[config.mk]
export PLATFORM = sky130hd
export DESIGN_NAME = load_store_unit
export DESIGN_NICKNAME = d
export VERILOG_FILES = /design/src/rtl/load_store_unit.sv
export SDC_FILE = /design/constraint.sdc
export NUM_CORES = 1
export LEC_CHECK = 0
export ABC_CLOCK_PERIOD_IN_PS = 3890
export CORE_MARGIN = 5
export CORE_UTILIZATION = 45
export CTS_CLUSTER_DIAMETER = 60
export DETAILED_ROUTE_END_ITERATION = 8
export PLACE_DENSITY_LB_ADDON = 0.1
export SYNTH_ARGS = -nofsm -noshare
export SYNTH_HDL_FRONTEND = slang
export SYNTH_SLANG_ARGS = --single-unit
[constraint.sdc]
create_clock -name clk -period 3.89 [get_ports clk]
set_input_delay 0.389 -clock clk [delete_from_list [all_inputs] [get_ports clk]]
set_output_delay 0.389 -clock clk [all_outputs]
set_load 0.005 [all_outputs]
[src/rtl/load_store_unit.sv]
// Load/store unit: data-memory initiator. Accepts one load/store command,
// issues a word-aligned byte-enabled request on a valid/ready bus, waits for
// the response, formats load data and reports completion or a fault.
module load_store_unit #(
  parameter int unsigned TIMEOUT_CYC = 16
) (
  input  logic        clk,
  input  logic        reset,
  input  logic        cmd_valid,
  output logic        cmd_ready,
  input  logic        cmd_write,
  input  logic [2:0]  cmd_func3,
  input  logic [31:0] cmd_addr,
  input  logic [31:0] cmd_wdata,
  output logic        mem_req_valid,
  input  logic        mem_req_ready,
  output logic        mem_req_write,
  output logic [31:0] mem_req_addr,
  output logic [31:0] mem_req_wdata,
  output logic [3:0]  mem_req_be,
  input  logic        mem_rsp_valid,
  input  logic [31:0] mem_rsp_rdata,
  input  logic        mem_rsp_err,
  output logic        done,
  output logic [31:0] rdata,
  output logic        err,
  output logic [1:0]  err_code
);

  localparam int unsigned   CW       = $clog2(TIMEOUT_CYC + 1);
  localparam logic [CW-1:0] CNT_LAST = CW'(TIMEOUT_CYC - 1);

  localparam logic [1:0] E_MISALIGN = 2'd0;
  localparam logic [1:0] E_ILLEGAL  = 2'd1;
  localparam logic [1:0] E_BUS      = 2'd2;
  localparam logic [1:0] E_TIMEOUT  = 2'd3;

  typedef enum logic [1:0] {S_IDLE, S_REQ, S_WAIT, S_DONE} state_t;

  state_t        state_q, state_d;
  logic [CW-1:0] cnt_q, cnt_d;
  logic [2:0]    f3_q, f3_d;
  logic [1:0]    lane_q, lane_d;
  logic          req_valid_q, req_valid_d;
  logic          req_write_q, req_write_d;
  logic [31:0]   req_addr_q, req_addr_d;
  logic [31:0]   req_wdata_q, req_wdata_d;
  logic [3:0]    req_be_q, req_be_d;
  logic          done_q, done_d;
  logic [31:0]   rdata_q, rdata_d;
  logic          err_q, err_d;
  logic [1:0]    code_q, code_d;

  logic [1:0]  lane;
  logic        cmd_legal, cmd_misal;
  logic [3:0]  cmd_be;
  logic [31:0] cmd_wd;
  logic [31:0] rsp_sh, load_val;
  logic        at_limit;

  assign cmd_ready     = (state_q == S_IDLE) && !reset;
  assign mem_req_valid = req_valid_q;
  assign mem_req_write = req_write_q;
  assign mem_req_addr  = req_addr_q;
  assign mem_req_wdata = req_wdata_q;
  assign mem_req_be    = req_be_q;
  assign done          = done_q;
  assign rdata         = rdata_q;
  assign err           = err_q;
  assign err_code      = code_q;

  // Command decode: legality, alignment, byte enables and replicated store data
  always_comb begin
    lane      = cmd_addr[1:0];
    cmd_legal = 1'b0;
    cmd_misal = 1'b0;
    cmd_be    = '0;
    cmd_wd    = '0;
    case (cmd_func3)
      3'b000, 3'b100: begin
        cmd_legal = !(cmd_write && cmd_func3[2]);
        cmd_be    = 4'b0001 << lane;
        cmd_wd    = {4{cmd_wdata[7:0]}};
      end
      3'b001, 3'b101: begin
        cmd_legal = !(cmd_write && cmd_func3[2]);
        cmd_misal = lane[0];
        cmd_be    = 4'b0011 << lane;
        cmd_wd    = {2{cmd_wdata[15:0]}};
      end
      3'b010: begin
        cmd_legal = 1'b1;
        cmd_misal = (lane != 2'b00);
        cmd_be    = 4'b1111;
        cmd_wd    = cmd_wdata;
      end
      default: ;
    endcase
    if (!cmd_write) cmd_wd = '0;
  end

  // Load lane extraction and sign/zero extension
  always_comb begin
    rsp_sh = mem_rsp_rdata >> {lane_q, 3'b000};
    case (f3_q)
      3'b000:  load_val = {{24{rsp_sh[7]}}, rsp_sh[7:0]};
      3'b100:  load_val = {24'd0, rsp_sh[7:0]};
      3'b001:  load_val = {{16{rsp_sh[15]}}, rsp_sh[15:0]};
      3'b101:  load_val = {16'd0, rsp_sh[15:0]};
      default: load_val = mem_rsp_rdata;
    endcase
  end

  assign at_limit = (cnt_q >= CNT_LAST);

  // Next-state and registered-output logic
  always_comb begin
    state_d     = state_q;
    cnt_d       = cnt_q;
    f3_d        = f3_q;
    lane_d      = lane_q;
    req_valid_d = req_valid_q;
    req_write_d = req_write_q;
    req_addr_d  = req_addr_q;
    req_wdata_d = req_wdata_q;
    req_be_d    = req_be_q;
    done_d      = 1'b0;
    rdata_d     = rdata_q;
    err_d       = err_q;
    code_d      = code_q;
    case (state_q)
      S_IDLE: begin
        if (cmd_valid && cmd_ready) begin
          f3_d   = cmd_func3;
          lane_d = lane;
          if (!cmd_legal || cmd_misal) begin
            state_d = S_DONE;
            done_d  = 1'b1;
            err_d   = 1'b1;
            code_d  = cmd_legal ? E_MISALIGN : E_ILLEGAL;
            rdata_d = '0;
          end else begin
            state_d     = S_REQ;
            cnt_d       = '0;
            req_valid_d = 1'b1;
            req_write_d = cmd_write;
            req_addr_d  = {cmd_addr[31:2], 2'b00};
            req_wdata_d = cmd_wd;
            req_be_d    = cmd_be;
          end
        end
      end
      S_REQ: begin
        cnt_d = cnt_q + CW'(1);
        if (mem_req_ready) begin
          state_d     = S_WAIT;
          req_valid_d = 1'b0;
        end else if (at_limit) begin
          state_d     = S_DONE;
          req_valid_d = 1'b0;
          done_d      = 1'b1;
          err_d       = 1'b1;
          code_d      = E_TIMEOUT;
          rdata_d     = '0;
        end
      end
      S_WAIT: begin
        cnt_d = cnt_q + CW'(1);
        if (mem_rsp_valid) begin
          state_d = S_DONE;
          done_d  = 1'b1;
          if (mem_rsp_err) begin
            err_d   = 1'b1;
            code_d  = E_BUS;
            rdata_d = '0;
          end else begin
            err_d   = 1'b0;
            rdata_d = req_write_q ? '0 : load_val;
          end
        end else if (at_limit) begin
          state_d = S_DONE;
          done_d  = 1'b1;
          err_d   = 1'b1;
          code_d  = E_TIMEOUT;
          rdata_d = '0;
        end
      end
      S_DONE: state_d = S_IDLE;
      default: state_d = S_IDLE;
    endcase
  end

  // State and output registers with synchronous reset
  always_ff @(posedge clk) begin
    if (reset) begin
      state_q     <= S_IDLE;
      cnt_q       <= '0;
      f3_q        <= '0;
      lane_q      <= '0;
      req_valid_q <= 1'b0;
      req_write_q <= 1'b0;
      req_addr_q  <= '0;
      req_wdata_q <= '0;
      req_be_q    <= '0;
      done_q      <= 1'b0;
      rdata_q     <= '0;
      err_q       <= 1'b0;
      code_q      <= '0;
    end else begin
      state_q     <= state_d;
      cnt_q       <= cnt_d;
      f3_q        <= f3_d;
      lane_q      <= lane_d;
      req_valid_q <= req_valid_d;
      req_write_q <= req_write_d;
      req_addr_q  <= req_addr_d;
      req_wdata_q <= req_wdata_d;
      req_be_q    <= req_be_d;
      done_q      <= done_d;
      rdata_q     <= rdata_d;
      err_q       <= err_d;
      code_q      <= code_d;
    end
  end

endmodule

==> run metrics <==
drt drc=0; multi-input logic area=2990 µm²; Sequential Area=2320 µm²; Final WS setup=995 ps; Num CTS Buffers=17; Ys Warns=0; number of port buffers=210; # hold bufs at CTS=0; DRT Pass-1 Iters=5; Critical-path top delay cell=a211oi_2; Placed Area=7750 µm²; non-filler cells, final=1,043; FFs w/ async S/R, synth=0%; placed cells=1,013; H-Tree Depth=4; routability cong.=0.877; Global Route Usage Sum=24.8%; Seq/Total Area, Yosys=41.2%; syn_area_per_cell=8.22 µm²; crit-path max FO=15; kind of critical path=reg2reg; CP Data Arrival Time=3240 ps; I/O pin count=213; Max-cap violations=0; CTS Sinks=116; post-synth top area share=41.2%; top area cells in the synthesized netlist=dfxtp_1, nand2_1, a21oi_1, nand3_1, a22o_1; post-CTS resize count=0; Clock transition at path regs=50 ps; critical path data required time=4240 ps; CP max stage delay=890 ps; Max VDD drop=0.000284 V; mapped cell area=5640 µm²; Synth Register Bits=116; Die ar.=14,900 µm²; Core ar.=12,500 µm²; final hold violations=0; largest net degree at the start of global routing=46; setup bufs post-CTS=0; area leader, netlist=dfxtp_1; crit-path leading delay family=compound AO/OA/AOI/OAI gates; Via density=5.71; Max-Slew Margin vs Limit=23.6%; Crit. End Element=register; Iteration-0 DRC Markers=383; initial antenna violation count=0; status=finished, final reports clean; Worst Skew=6.83 ps; total wire length=18,500 µm; Area Overhead vs Synth=47.9%; Die X=122 µm; RSZ-0062 raised after global routing=no; final hold slack=448 ps; Final #Nets=972; vias in the first global route=6,011; Site Rows=41; post-route cell area=8340 µm²; Die H=122 µm; Static Leak=2.90 nW; Final Slew Violations=0; pwr dens=440 nW/µm²; Clock Latency Late Sink=410 ps; Filler Cell Count=1,071; crit start category=register; dpl ws=785 ps; layout cell share with drive strength beyond 1=6.66%; routed via count=5,956; n_diodes=0; CTS tree=built; TNS Setup=0 ps; Post-DRT Antenna Nets=0; Worst Hold Class=reg2reg; Clock Tree Buf Depth=2; first-pass GRT wire length=29,400 µm; Synth Instances=686; Starting Density=45.3%; CTS root buf=clkbuf_16; worst slew pin tran=1140 ps; final setup violation count=0; Worst Path Buf+Inv=2; GR Overflow Total=0; fmax=345 MHz; Main synth FF type=dfxtp_1; crit path time final=2890 ps; Netlist cell types=61; Post-synth EDFFs=0; DP HPWL=13,300 µm; Final period util=74.4%; CP cell instances=inv_1 > ha_1 > inv_2 > or4_4 > a211oi_2 > a22o_1; Wirelength per Cell=17.7 µm
==> cell families (layout without fill, tap and decap cells) <==
logic type	after synthesis	count (layout)	share of synthesized area (%)
adders and majority gates	6	6	1.33
and+or+nand+nor	249	249	20.8
AOI/OAI and AO/OA	215	215	26.7
DFF	116	116	41.2
other	1	2	0.0665
xor gates and xnor gates	1	1	0.155
buffers and inverters	79	263	6.28
muxes	19	19	3.53
==> final timing paths <==
kind | from | end | slack (ps) | cells after the start
max | state_q[1] | rdata[6] | 1000 | 6
min | mem_req_wdata[10] | mem_req_wdata[10] | 450 | 2
max reg2reg | state_q[1] | rdata[6] | 1000 | 6
min reg2reg | mem_req_wdata[10] | mem_req_wdata[10] | 450 | 2
==> cells in the mapped netlist, types with 5 or more instances <==
library cell	instances
a211oi_1	5
a21oi_1	73
a22o_1	23
a22oi_1	8
a311oi_1	10
and3b_1	8
buf_2	13
buf_4	7
clkbuf_1	42
dfxtp_1	116
ha_1	6
inv_1	10
mux2_2	7
mux2i_1	12
nand2_1	114
nand2b_1	9
nand3_1	46
nand3b_1	5
nand4_1	5
nor2_1	35
nor3_1	11
o21ai_0	18
o2bb2ai_1	18
o311ai_0	16
o31ai_1	19
==> cells in the final DEF (no fill, tap or decap), types with 12 or more instances in the layout <==
| cell | synthesis | routed |
|---|---|---|
| a21oi_1 | 73 | 73 |
| a22o_1 | 23 | 23 |
| clkbuf_16 | 0 | 17 |
| clkdlybuf4s50_1 | 0 | 209 |
| dfxtp_1 | 116 | 116 |
| mux2i_1 | 12 | 12 |
| nand2_1 | 114 | 114 |
| nand3_1 | 46 | 46 |
| nor2_1 | 35 | 35 |
| o21ai_0 | 18 | 18 |
| o2bb2ai_1 | 18 | 18 |
| o311ai_0 | 16 | 16 |
| o31ai_1 | 19 | 19 |
==> worst min-delay path: stages, from the launching register on <==
cell,delay (ps)
dfxtp_1,300
nand2_1,50
a21oi_1,50
==> report_power, final <==
group / total [mW] / switching [mW] / leakage, nW / internal [mW]
Clock: 1.57 / 0.504 / 0.290 / 1.07
Combinational: 0.810 / 0.457 / 1.67 / 0.354
Sequential: 1.29 / 0.0545 / 0.938 / 1.24
Total: 3.67 / 1.02 / 2.90 / 2.66
==> area by class of cell <==
cell class / count / area share (%)
sequential: 116 / 27.8
clock inverter: 4 / 1.14
clock buffer: 26 / 5.98
timing repair buffer: 221 / 26.1
inverter: 12 / 0.540
multi-input combinational: 492 / 35.8
tap: 172 / 2.58
==> metal layers <==
metal  part of all wire (%)  global-route usage, %  vias to the layer above
met2                     47                   40.4                      294
li1                       -                      -                     2839
met3                    9.7                   9.66                       54
met1                     40                   28.5                     2769
met4                    3.3                   11.9                        0
met5                      0                      0                        -
==> metrics by stage <==
stage               utilization, %  total power, mW
floorplan                        -             1.80
global placement              62.2             2.09
detailed placement            62.2             2.11
CTS                           66.9             3.68
global route                  66.9             3.83
finish                        66.9             3.67
==> sequential cells by signal, summed over array words and instances, names as in the netlist, 2 cells and up <==
register and cells:
mem_req_wdata 32, rdata 32, mem_req_addr 30, cnt_q 5
mem_req_be 4, f3_q 3, err_code 2, lane_q 2
state_q 2
No activity file was read; power rests on OpenSTA's default activity.
